File: config.mk
export PLATFORM = sky130hd
export DESIGN_NAME = io_button_hex_ctrl
export DESIGN_NICKNAME = d
export VERILOG_FILES = /design/src/rtl/io_button_hex_ctrl.sv
export SDC_FILE = /design/constraint.sdc
export NUM_CORES = 1
export LEC_CHECK = 0
export BUFFER_PORTS_ARGS = -buffer_cell sky130_fd_sc_hd__buf_4
export CORE_UTILIZATION = 56
export DETAILED_ROUTE_END_ITERATION = 6
export GPL_ROUTABILITY_DRIVEN = 0
export PLACE_DENSITY = 0.85
export SETUP_SLACK_MARGIN = 0.15
export SLEW_MARGIN = 20
export SYNTH_ARGS = -nofsm -noshare
export SYNTH_HDL_FRONTEND = slang
export SYNTH_SLANG_ARGS = --single-unit
File: constraint.sdc
create_clock -name clk -period 4 [get_ports clk]
set_input_delay 1 -clock clk [delete_from_list [all_inputs] [get_ports clk]]
set_output_delay 1 -clock clk [all_outputs]
set_load 0.02 [all_outputs]
File: src/rtl/io_button_hex_ctrl.sv
// Memory-mapped button/seven-segment peripheral: N-button debounce with sticky press events,
// N-digit hex display driver. Define PRESS_COUNT_EN to add the per-button press counter at 0x10.
module io_button_hex_ctrl #(
    parameter int N_BTN           = 4,
    parameter int N_DIGITS        = 4,
    parameter int DEBOUNCE_CYCLES = 4
) (
    input  logic                  clk,
    input  logic                  reset,
    input  logic [N_BTN-1:0]      btn_n,
    input  logic [4:0]            addr,
    input  logic                  we,
    input  logic [31:0]           wdata,
    output logic [31:0]           rdata,
    output logic [7*N_DIGITS-1:0] hex_seg,
    output logic                  irq
);

    localparam int              CW       = $clog2(DEBOUNCE_CYCLES);
    localparam logic [CW-1:0]   CNT_LAST = CW'(DEBOUNCE_CYCLES - 1);
    localparam int              NP       = (N_BTN < 4) ? N_BTN : 4;

    logic [N_BTN-1:0]      sync1, sync2, level, btn_event, press, clr;
    logic [CW-1:0]         cnt [N_BTN];
    logic [4*N_DIGITS-1:0] hex_value;
    logic [1:0]            ctrl;
    logic [2:0]            sel;
    logic                  unused_ok;

    assign sel       = addr[4:2];
    assign unused_ok = &{1'b0, addr[1:0], wdata};

    function automatic logic [6:0] glyph(input logic [3:0] v);
        case (v)
            4'h0: glyph = 7'b1000000;
            4'h1: glyph = 7'b1111001;
            4'h2: glyph = 7'b0100100;
            4'h3: glyph = 7'b0110000;
            4'h4: glyph = 7'b0011001;
            4'h5: glyph = 7'b0010010;
            4'h6: glyph = 7'b0000010;
            4'h7: glyph = 7'b1111000;
            4'h8: glyph = 7'b0000000;
            4'h9: glyph = 7'b0010000;
            4'hA: glyph = 7'b0001000;
            4'hB: glyph = 7'b0000011;
            4'hC: glyph = 7'b1000110;
            4'hD: glyph = 7'b0100001;
            4'hE: glyph = 7'b0000110;
            default: glyph = 7'b0001110;
        endcase
    endfunction

    // A press is the edge at which a debounced level is about to fall to 0.
    always_comb begin
        press = '0;
        for (int i = 0; i < N_BTN; i++)
            press[i] = (sync2[i] != level[i]) && (cnt[i] == CNT_LAST) && !sync2[i];
    end

    assign clr = (we && sel == 3'd1) ? wdata[N_BTN-1:0] : '0;
    assign irq = |(btn_event & {N_BTN{ctrl[1]}});

    always_ff @(posedge clk or posedge reset) begin
        if (reset) begin
            sync1 <= '1;
            sync2 <= '1;
            level <= '1;
            for (int i = 0; i < N_BTN; i++) cnt[i] <= '0;
        end else begin
            sync1 <= btn_n;
            sync2 <= sync1;
            for (int i = 0; i < N_BTN; i++) begin
                if (sync2[i] == level[i]) begin
                    cnt[i] <= '0;
                end else if (cnt[i] == CNT_LAST) begin
                    level[i] <= sync2[i];
                    cnt[i]   <= '0;
                end else begin
                    cnt[i] <= cnt[i] + 1'b1;
                end
            end
        end
    end

    // Set wins over write-1-to-clear so a press coinciding with a clear is never lost.
    always_ff @(posedge clk or posedge reset) begin
        if (reset) begin
            btn_event <= '0;
            hex_value <= '0;
            ctrl      <= 2'b01;
        end else begin
            btn_event <= (btn_event & ~clr) | press;
            if (we && sel == 3'd2) hex_value <= wdata[4*N_DIGITS-1:0];
            if (we && sel == 3'd3) ctrl <= wdata[1:0];
        end
    end

    always_ff @(posedge clk or posedge reset) begin
        if (reset) begin
            hex_seg <= {N_DIGITS{7'b1000000}};
        end else begin
            for (int d = 0; d < N_DIGITS; d++)
                hex_seg[7*d +: 7] <= ctrl[0] ? glyph(hex_value[4*d +: 4]) : 7'b1111111;
        end
    end

`ifdef PRESS_COUNT_EN
    logic [7:0] press_cnt [NP];
    logic       cnt_clr;

    assign cnt_clr = we && (sel == 3'd4);

    always_ff @(posedge clk or posedge reset) begin
        if (reset) begin
            for (int j = 0; j < NP; j++) press_cnt[j] <= '0;
        end else begin
            for (int j = 0; j < NP; j++) begin
                if (cnt_clr)
                    press_cnt[j] <= press[j] ? 8'd1 : 8'd0;
                else if (press[j])
                    press_cnt[j] <= press_cnt[j] + 8'd1;
            end
        end
    end
`endif

    always_comb begin
        rdata = '0;
        case (sel)
            3'd0: rdata[N_BTN-1:0]      = level;
            3'd1: rdata[N_BTN-1:0]      = btn_event;
            3'd2: rdata[4*N_DIGITS-1:0] = hex_value;
            3'd3: rdata[1:0]            = ctrl;
`ifdef PRESS_COUNT_EN
            3'd4: for (int j = 0; j < NP; j++) rdata[8*j +: 8] = press_cnt[j];
`endif
            default: rdata = '0;
        endcase
    end

endmodule

# Word level (Yosys, flattened, before mapping)
# Memory sizes are Yosys's and may differ from the RTL's.
# Cells that the tools add are included.
dict set report totals {
  reg_bits 70
  rom_bits 448
  input_bits 44
  out_inout_bits 61
  wordCells 82
  memories 4
}
dict set report op_classes {
  n_addsub 4
  n_eq_ne 15
  muxes 16
  bitwise_logic 8
  n_reduce_logical 21
}
# name words word_bits read_ports rd_ports_with_merged_regs write_ports line
set mem_list {}
lappend mem_list {{(no name shown)} 16 7 1 0 0 34} ;# case (v)
lappend mem_list {{(no name shown)} 16 7 1 0 0 34}
lappend mem_list {{(no name shown)} 16 7 1 0 0 34}
lappend mem_list {{(no name shown)} 16 7 1 0 0 34}
# operator count
set ops {}
lappend ops {{$mux 7} 4}
lappend ops {{$mux 2} 8}
lappend ops {{$mux 12} 1}
lappend ops {{$logic_and 1x1->1} 11}
lappend ops {{$add 2x1->2 const B} 4}
lappend ops {{$and 4x4->4} 2}
lappend ops {{$eq 2x2->1 const B} 4}
lappend ops {{$pmux 2 s4} 1}
lappend ops {{$reduce_and 2->1} 4}
lappend ops {{$eq 3x2->1 const B} 2}
lappend ops {{$pmux 2 s3} 1}
lappend ops {{$eq 1x1->1} 4}
lappend ops {{$logic_not 1->1} 4}
lappend ops {{$mux 4} 1}
lappend ops {{$ne 1x1->1} 4}
lappend ops {{$not 1->1} 4}
lappend ops {{$not 4->4} 1}
lappend ops {{$or 4x4->4} 1}
lappend ops {{$reduce_or 4->1} 1}
lappend ops {{$eq 3x1->1 const B} 1}
lappend ops {{$logic_not 3->1} 1}

# Longest topological paths before layout
# Gate-level depths: netlist of the first run.
dict set report logic_depth {
  word_depth 6
  depth_mapped 6
  mapped_depth_nobuf 5
}

# Least setup slack after synthesis of the first run
# OpenSTA, ideal clock, no wires.
dict set report synth_timing {
  path_kind {input port to output port}
  from {input addr[2]}
  to {output rdata[3]}
  arrival_ps 1846
  required_ps 3000
  slack_ps 1154
  cell_stages 5
  n_path_buf 2
  cell_sequence {buf_6 nand2b_4 buf_6 o22ai_1 nor2b_1}
}
dict set report synth_via {
  elab_chain_len 2
  elab_cells_between_ends 4
  classes_between {eq/ne (2); mux (1); reduce/logical (1)}
}
# element line
set synth_rtl {}
lappend synth_rtl {{from (decl)} 11} ;# input logic [4:0] addr,
lappend synth_rtl {{$eq 3x2->1 (tied with other cells)} 130} ;# case (sel)
lappend synth_rtl {{$pmux 2 s3 *} 130}
lappend synth_rtl {{to (decl)} 14} ;# output logic [31:0] rdata,
# Every way passes the cells marked *; elsewhere a longest branch is shown, timed or not.

# Worst setup path after layout of the first run
dict set report layout_timing {
  from {input addr[3]}
  to {output rdata[1]}
}
dict set report layout_via {
  elab_chain_len 2
  elab_cells_between_ends 5
  classes_between {eq/ne (3); mux (1); reduce/logical (1)}
}
# element line
set layout_rtl {}
lappend layout_rtl {{$eq 3x2->1 (tied with other cells)} 130}
lappend layout_rtl {{$pmux 2 s4 *} 130}
# Marked as above.

==> impl_metrics.json, run 1 <==
{
  "layout.cells.most_common": "buf_4",
  "cts_num_sinks": 70,
  "number_of_remaining_drc_errors": 0,
  "synth_warnings": 0,
  "grt_pass1_vias": 2565,
  "worst_ir_drop_vdd_mv": 0.3246,
  "cts_root_buffer": "clkbuf_8",
  "synth_compound_area_share_pct": 11.00,
  "rows": 29,
  "post_cts_resize_count": 0,
  "clock_path_buffers": 2,
  "cts_buffers": 9,
  "kind_of_critical_path": "in -> out",
  "num_antenna_cells": 0,
  "antenna_violating_nets_post_route": 0,
  "final_layout_size_suffix_gt1_share_pct": 35.43,
  "number_of_search_and_repair_iterations_in_the_first_detailed_routing_pass": 5,
  "areaGrowthSynthToFinish_pct": 18.55,
  "drt_first_iter_violations": 150,
  "hpwl_um": 5051,
  "floorplan.die.height_um": 83.76,
  "post_layout_nonfiller_instances": 475,
  "floorplan.die_area_mm2": 0.007016,
  "final-max-slew-violation-count": 0,
  "cts.repair_timing.setup_buffer_count": 0,
  "floorplan.initialDensity_pct": 58.62,
  "wl_per_cell_um": 14.66,
  "coreArea_mm2": 0.006386,
  "synth.area.mux_share_pct": 10.70,
  "layout.cell_area.non_filler_mm2": 0.004438,
  "synth_simple_gate_area_share_pct": 11.90,
  "drt-total-wl_um": 6963,
  "hold_path.class": "reg -> reg",
  "worst-endpoint-required_ns": 3.00,
  "clk-insertion-delay-late_ns": 0.34,
  "hold_buffers": 0,
  "final_nets": 469,
  "run_status": "finished, final reports clean",
  "synth.avg_cell_area_um2": 11.34,
  "max_clock_freq_mhz": 333.6,
  "placement.io_buffers": 70,
  "ys_async_sr_fraction_pct": 100.0,
  "max_cap_violations": 0,
  "totalNegativeSetupSlack_ns": 0,
  "vias_per_cell": 5.585,
  "post-place-cells": 459,
  "grt_start_max_net_pins": 34,
  "finalCriticalPeriod_ns": 2.998,
  "crit_path_end_kind": "output pin",
  "ios": 105,
  "postSynth.topFlopCell": "dfrtp_1",
  "setup-violations-final": 0,
  "finalHoldViolCount": 0,
  "tritoncts": "yes",
  "critical_path.max_fanout": 8,
  "dpl_cell_area_mm2": 0.004219,
  "yosysUniqueCellTypes": 37,
  "worstMarginPinSlew_ns": 0.8667,
  "power_density_mw_per_mm2": 591.4,
  "dieWidth_um": 83.76,
  "cts_h_tree_depth": 3,
  "critical_path_arrival_ns": 2.00,
  "rsz0062_at_grt": "false",
  "post-layout-total-power_mw": 2.624,
  "syn-cell-area_mm2": 0.003744,
  "largest_family_of_logic_cells_by_synthesized_area": "simple AND/OR/NAND/NOR gates",
  "edff_count_synth": 0,
  "timing.max_slew.rel_slack_pct": 42.16,
  "ys_seq_elements": 70,
  "timing.clock.skew_ns": 0.006704,
  "final_cell_mix": "72 x buf_4, 53 x dfrtp_1, 32 x ha_1",
  "grt-ovfl-total": 0,
  "synthAdderAreaFrac_pct": 10.70,
  "routed-via-count": 2653,
  "fin_crit_sh_pct": 74.95,
  "synthesis.instances": 330,
  "critPathLaunchType": "input pin",
  "grt_antenna_before_repair": 0,
  "grt_first_pass_wirelength_um": 11940,
  "clk_pin_slew_worst_paths_ns": 0.07,
  "globalRouteTotalUtil_pct": 21.47,
  "synth.yosys.seq_area_share_pct": 47.36,
  "post_synthesis_share_of_cell_area_spent_on_xor_and_xnor_gates_pct": 0.9358,
  "power.static_leakage_nw": 2.012
}
[per-stage QoR]
step | hold WS, ns | setup slack, ns | util, %
6_report | 0.3470 | 1.002 | 69.49
5_1_grt | 0.3531 | 0.9949 | 69.49
4_1_cts | 0.3533 | 1.006 | 69.49
3_5_place_dp | 0.3473 | 1.012 | 66.07
3_3_place_gp | 0.3454 | 1.013 | 66.07
2_1_floorplan | 0.3452 | 1.154 | -
[worst max-delay path: stages]
cell and delay [ns]:
buf_4 0.16, mux4_2 0.53, nor2b_1 0.15, buf_4 0.16
[flip-flops by register name (all words and copies together) (netlist names)]
name	count
hex_seg	28
hex_value	16
cnt	8
btn_event	4
level	4
sync1	4
sync2	4
ctrl	2
[cells in the mapped netlist (11+ instances only)]
cell type	count	area, um^2
nor3_1	12	60.06
mux2_2	28	315.3
dfstp_2	17	446.7
inv_1	15	56.30
o21ai_0	11	55.05
dfrtp_1	53	1326
buf_4	17	127.6
nor2b_1	15	93.84
o211ai_1	12	90.09
ha_1	32	400.4
clkbuf_1	15	56.30
nand2_1	25	93.84
[worst paths after layout]
path                                               start               endpoint  slack, ns  cells past startpoint
worst max-delay path                             addr[3]               rdata[1]       1.00                      4
worst min-delay path                  sync1[0]$_DFF_PP1_     sync2[0]$_DFF_PP1_       0.35                      0
worst max register to register  hex_value[1]$_DFFE_PP0P_   hex_seg[0]$_DFF_PP0_       2.47                      5
worst min register to register        sync1[0]$_DFF_PP1_     sync2[0]$_DFF_PP1_       0.35                      0
max in group asynchronous                          reset  hex_seg[20]$_DFF_PP1_       2.61                      3
min in group asynchronous                          reset  hex_seg[26]$_DFF_PP0_       0.63                      2
[area by class of cell]
type	count	area, um^2
fillers	471	1948
flip-flops and latches	70	1773
multi-input cells	225	1753
repair buffers	72	540.5
clock buffers	13	178.9
well taps	77	96.34
inverters	15	56.30
clock inverters	3	40.04
[logic make-up (layout without fill, tap and decap cells)]
group                      after synthesis  in the layout
AOI/OAI and AO/OA                       57             57
DFF                                     70             70
xor gates and xnor gates                 4              4
and+or+nand+nor                         82             82
other                                    1             16
adders and majority gates               32             32
buffers and inverters                   50            103
muxes                                   34             34
[power by group]
part / switching [mW] / total, mW / internal, mW
logic: 0.436 / 0.869 / 0.432
clock network: 0.249 / 0.603 / 0.354
registers: 0.213 / 1.15 / 0.939
[per-layer routing]
metal / GRT usage (%) / vias to the layer above / share of wire [%]
met5: 0 / - / 0
met4: 8.783 / 0 / 1.9
met3: 4.649 / 13 / 6.2
met2: 36.66 / 106 / 50
met1: 26.46 / 1296 / 42
li1: - / 1238 / -
Note: power is estimated with default switching activity, not from simulation.
==> run 2, diff against run 1 <==
--- a/config.mk
+++ b/config.mk
@@ -6,10 +6,10 @@
 export NUM_CORES = 1
 export LEC_CHECK = 0
 export BUFFER_PORTS_ARGS = -buffer_cell sky130_fd_sc_hd__buf_4
-export CORE_UTILIZATION = 56
+export CORE_UTILIZATION = 52
 export DETAILED_ROUTE_END_ITERATION = 6
 export GPL_ROUTABILITY_DRIVEN = 0
-export PLACE_DENSITY = 0.85
+export PLACE_DENSITY = 0.8
 export SETUP_SLACK_MARGIN = 0.15
 export SLEW_MARGIN = 20
 export SYNTH_ARGS = -nofsm -noshare
==> constraint.sdc (replaced) <==
create_clock -name clk -period 2.8 [get_ports clk]
set_input_delay 0.7 -clock clk [delete_from_list [all_inputs] [get_ports clk]]
set_output_delay 0.7 -clock clk [all_outputs]
set_load 0.02 [all_outputs]
==> run 2 against run 1 <==
First-iteration DRC count shrank 16%. Sequential power is 41% higher. Largest cell class unchanged. Worst hold slack better by 0.011 ns. Clock skew rose by 0.0030 ns. Count of clock-buffer cells in the layout down 3. Final cell count grew 4.6%. Clock power is 46% higher.
==> impl_metrics.json, run 2 (synthesis results as in run 1) <==
{
  "run_status": "finished, final reports clean",
  "worst_path_dominant_cell_family": "multiplexers",
  "crit_path_end_kind": "output pin",
  "finalHoldViolCount": 0,
  "hold_buffers": 0,
  "critical_path.max_fanout": 8,
  "post-route-worst-setup-slack_ns": 0.4234,
  "crit_buf_inv": 2,
  "cts_buffers": 9,
  "largest_register_by_flop_count": "hex_seg",
  "clk_pin_slew_worst_paths_ns": 0.07,
  "power.static_leakage_nw": 2.018,
  "final_cell_mix": "75 x buf_4, 53 x dfrtp_1, 32 x ha_1",
  "fin_crit_sh_pct": 84.88,
  "timing.clock.skew_ns": 0.009692,
  "worstMarginPinSlew_ns": 0.5458,
  "grt-ovfl-total": 0,
  "wl_per_cell_um": 14.23,
  "path_common_cell": "buf_4",
  "timing.critical_path.cells": "buf_4 -> mux4_2 -> nor2b_1 -> buf_4",
  "placement.io_buffers": 70,
  "cts_root_buffer": "clkbuf_8",
  "power_density_mw_per_mm2": 842.5,
  "rows": 30,
  "grt_antenna_before_repair": 0,
  "nFillCells": 541,
  "max_cap_violations": 0,
  "finalCriticalPeriod_ns": 2.377,
  "routed-via-count": 2596,
  "setup-violations-final": 0,
  "drt_first_iter_violations": 126,
  "seqCellArea_mm2": 0.001773,
  "dieWidth_um": 86.85,
  "worst-endpoint-required_ns": 2.10,
  "cts_num_sinks": 70,
  "floorplan.initialDensity_pct": 54.50,
  "hold_path.class": "reg -> reg",
  "globalRouteTotalUtil_pct": 20.30,
  "max_clock_freq_mhz": 420.8,
  "num_antenna_cells": 0,
  "drt-total-wl_um": 7073,
  "totalNegativeSetupSlack_ns": 0,
  "setup.reg_to_reg.worst_slack_ns": 1.25,
  "cts.repair_timing.setup_buffer_count": 0,
  "hpwl_um": 5080,
  "final_nets": 472,
  "worst_ir_drop_vdd_mv": 0.4269,
  "rsz0062_at_grt": "false",
  "worst_path_largest_cell_delay_ns": 0.52,
  "number_of_search_and_repair_iterations_in_the_first_detailed_routing_pass": 4,
  "coreArea_mm2": 0.006869,
  "antenna_violating_nets_post_route": 0,
  "floorplan.die.height_um": 86.85,
  "post_cts_resize_count": 0,
  "ios": 105,
  "layout_top_registers": "hex_seg x28, hex_value x16, cnt x8",
  "final_layout_size_suffix_gt1_share_pct": 35.66,
  "timing.max_slew.rel_slack_pct": 63.62,
  "areaGrowthSynthToFinish_pct": 19.65,
  "critPathLaunchType": "input pin",
  "cellInternalPower_mw": 2.464,
  "grt_first_pass_wirelength_um": 11670,
  "placement.setup.worst_slack_ns": 0.4242,
  "dpl_cell_area_mm2": 0.004265,
  "grt_start_max_net_pins": 46,
  "largest_reg_flops": 28,
  "kind_of_critical_path": "in -> out",
  "layout.cells.most_common": "buf_4",
  "critical_path_arrival_ns": 1.68,
  "final-max-slew-violation-count": 0,
  "seq_power_share_pct": 42.9,
  "vias_per_cell": 5.223,
  "power.share.clock_pct": 23.3,
  "cp_slowest_cell": "mux4_2",
  "clock_path_buffers": 2,
  "p_comb_share_pct": 33.9,
  "tritoncts": "yes",
  "clk-insertion-delay-late_ns": 0.34,
  "power_switching_mw": 1.309,
  "number_of_remaining_drc_errors": 0,
  "cts_h_tree_depth": 3,
  "power.switching_fraction_pct": 34.70,
  "multi_input_area_mm2": 0.001753,
  "grt_pass1_vias": 2441,
  "floorplan.die_area_mm2": 0.007543,
  "layout.cell_area.non_filler_mm2": 0.004479
}
==> run 2: changes by cell type in the layout (fill, tap and decap cells not counted), sizes merged <==
cell,change
clkinvlp,+1
clkinv,+1
bufinv,+1
buf,+3
clkbuf,-3
==> run 2: worst register-to-register path, stage by stage, from the launching register on <==
cell	delay, ns
dfrtp_1	0.50
inv_1	0.14
ha_1	0.24
nor2b_1	0.17
a211oi_1	0.22
o21ai_0	0.13
==> run 2: power by group through the flow <==
stage	logic [mW]	registers (mW)	clock network (mW)
final	1.28	1.62	0.878
after global routing	1.41	1.67	0.936
after CTS	1.29	1.62	0.895
after detailed placement	1.28	1.64	0
after global placement	1.23	1.62	0
after floorplan	0.797	1.68	0
==> run 2: worst paths after layout <==
kind	from	end	cells after the start
max in group asynchronous	reset	level[2]$_DFFE_PP1P_	3
worst max-delay path	addr[3]	rdata[1]	4
worst min register to register	sync1[3]$_DFF_PP1_	sync2[3]$_DFF_PP1_	0
worst max register to register	hex_value[1]$_DFFE_PP0P_	hex_seg[0]$_DFF_PP0_	5
worst min-delay path	sync1[3]$_DFF_PP1_	sync2[3]$_DFF_PP1_	0
min in group asynchronous	reset	hex_value[8]$_DFFE_PP0P_	3
==> run 2: routing by layer <==
layer / share of wire [%] / GRT usage [%] / wire length (um) / vias to the layer above
li1: - / - / - / 1239
met1: 43 / 26.20 / 3044 / 1260
met2: 50 / 33.64 / 3551 / 87
met3: 5.2 / 3.791 / 370 / 10
met4: 1.5 / 8.485 / 106 / 0
met5: 0 / 0 / 0 / -
==> run 2: through the flow <==
| step | power [mW] | utilization, % | std cells | hold slack [ns] |
|---|---|---|---|---|
| detailed placement | 2.913 | 62.09 | 481 | 0.3495 |
| finish | 3.774 | 65.21 | 497 | 0.3582 |
| floorplan | 2.474 | - | 345 | 0.3452 |
| global route | 4.014 | 65.21 | 497 | 0.3623 |
| global placement | 2.847 | 62.09 | 481 | 0.3462 |
| CTS | 3.804 | 65.21 | 497 | 0.3606 |
==> run 2: area by class of cell <==
class	count	area share (%)
clock buffers	10	2.849
multi-input cells	225	39.13
well taps	96	2.682
inverters	15	1.257
clock inverters	6	1.927
repair buffers	75	12.57
flip-flops and latches	70	39.58
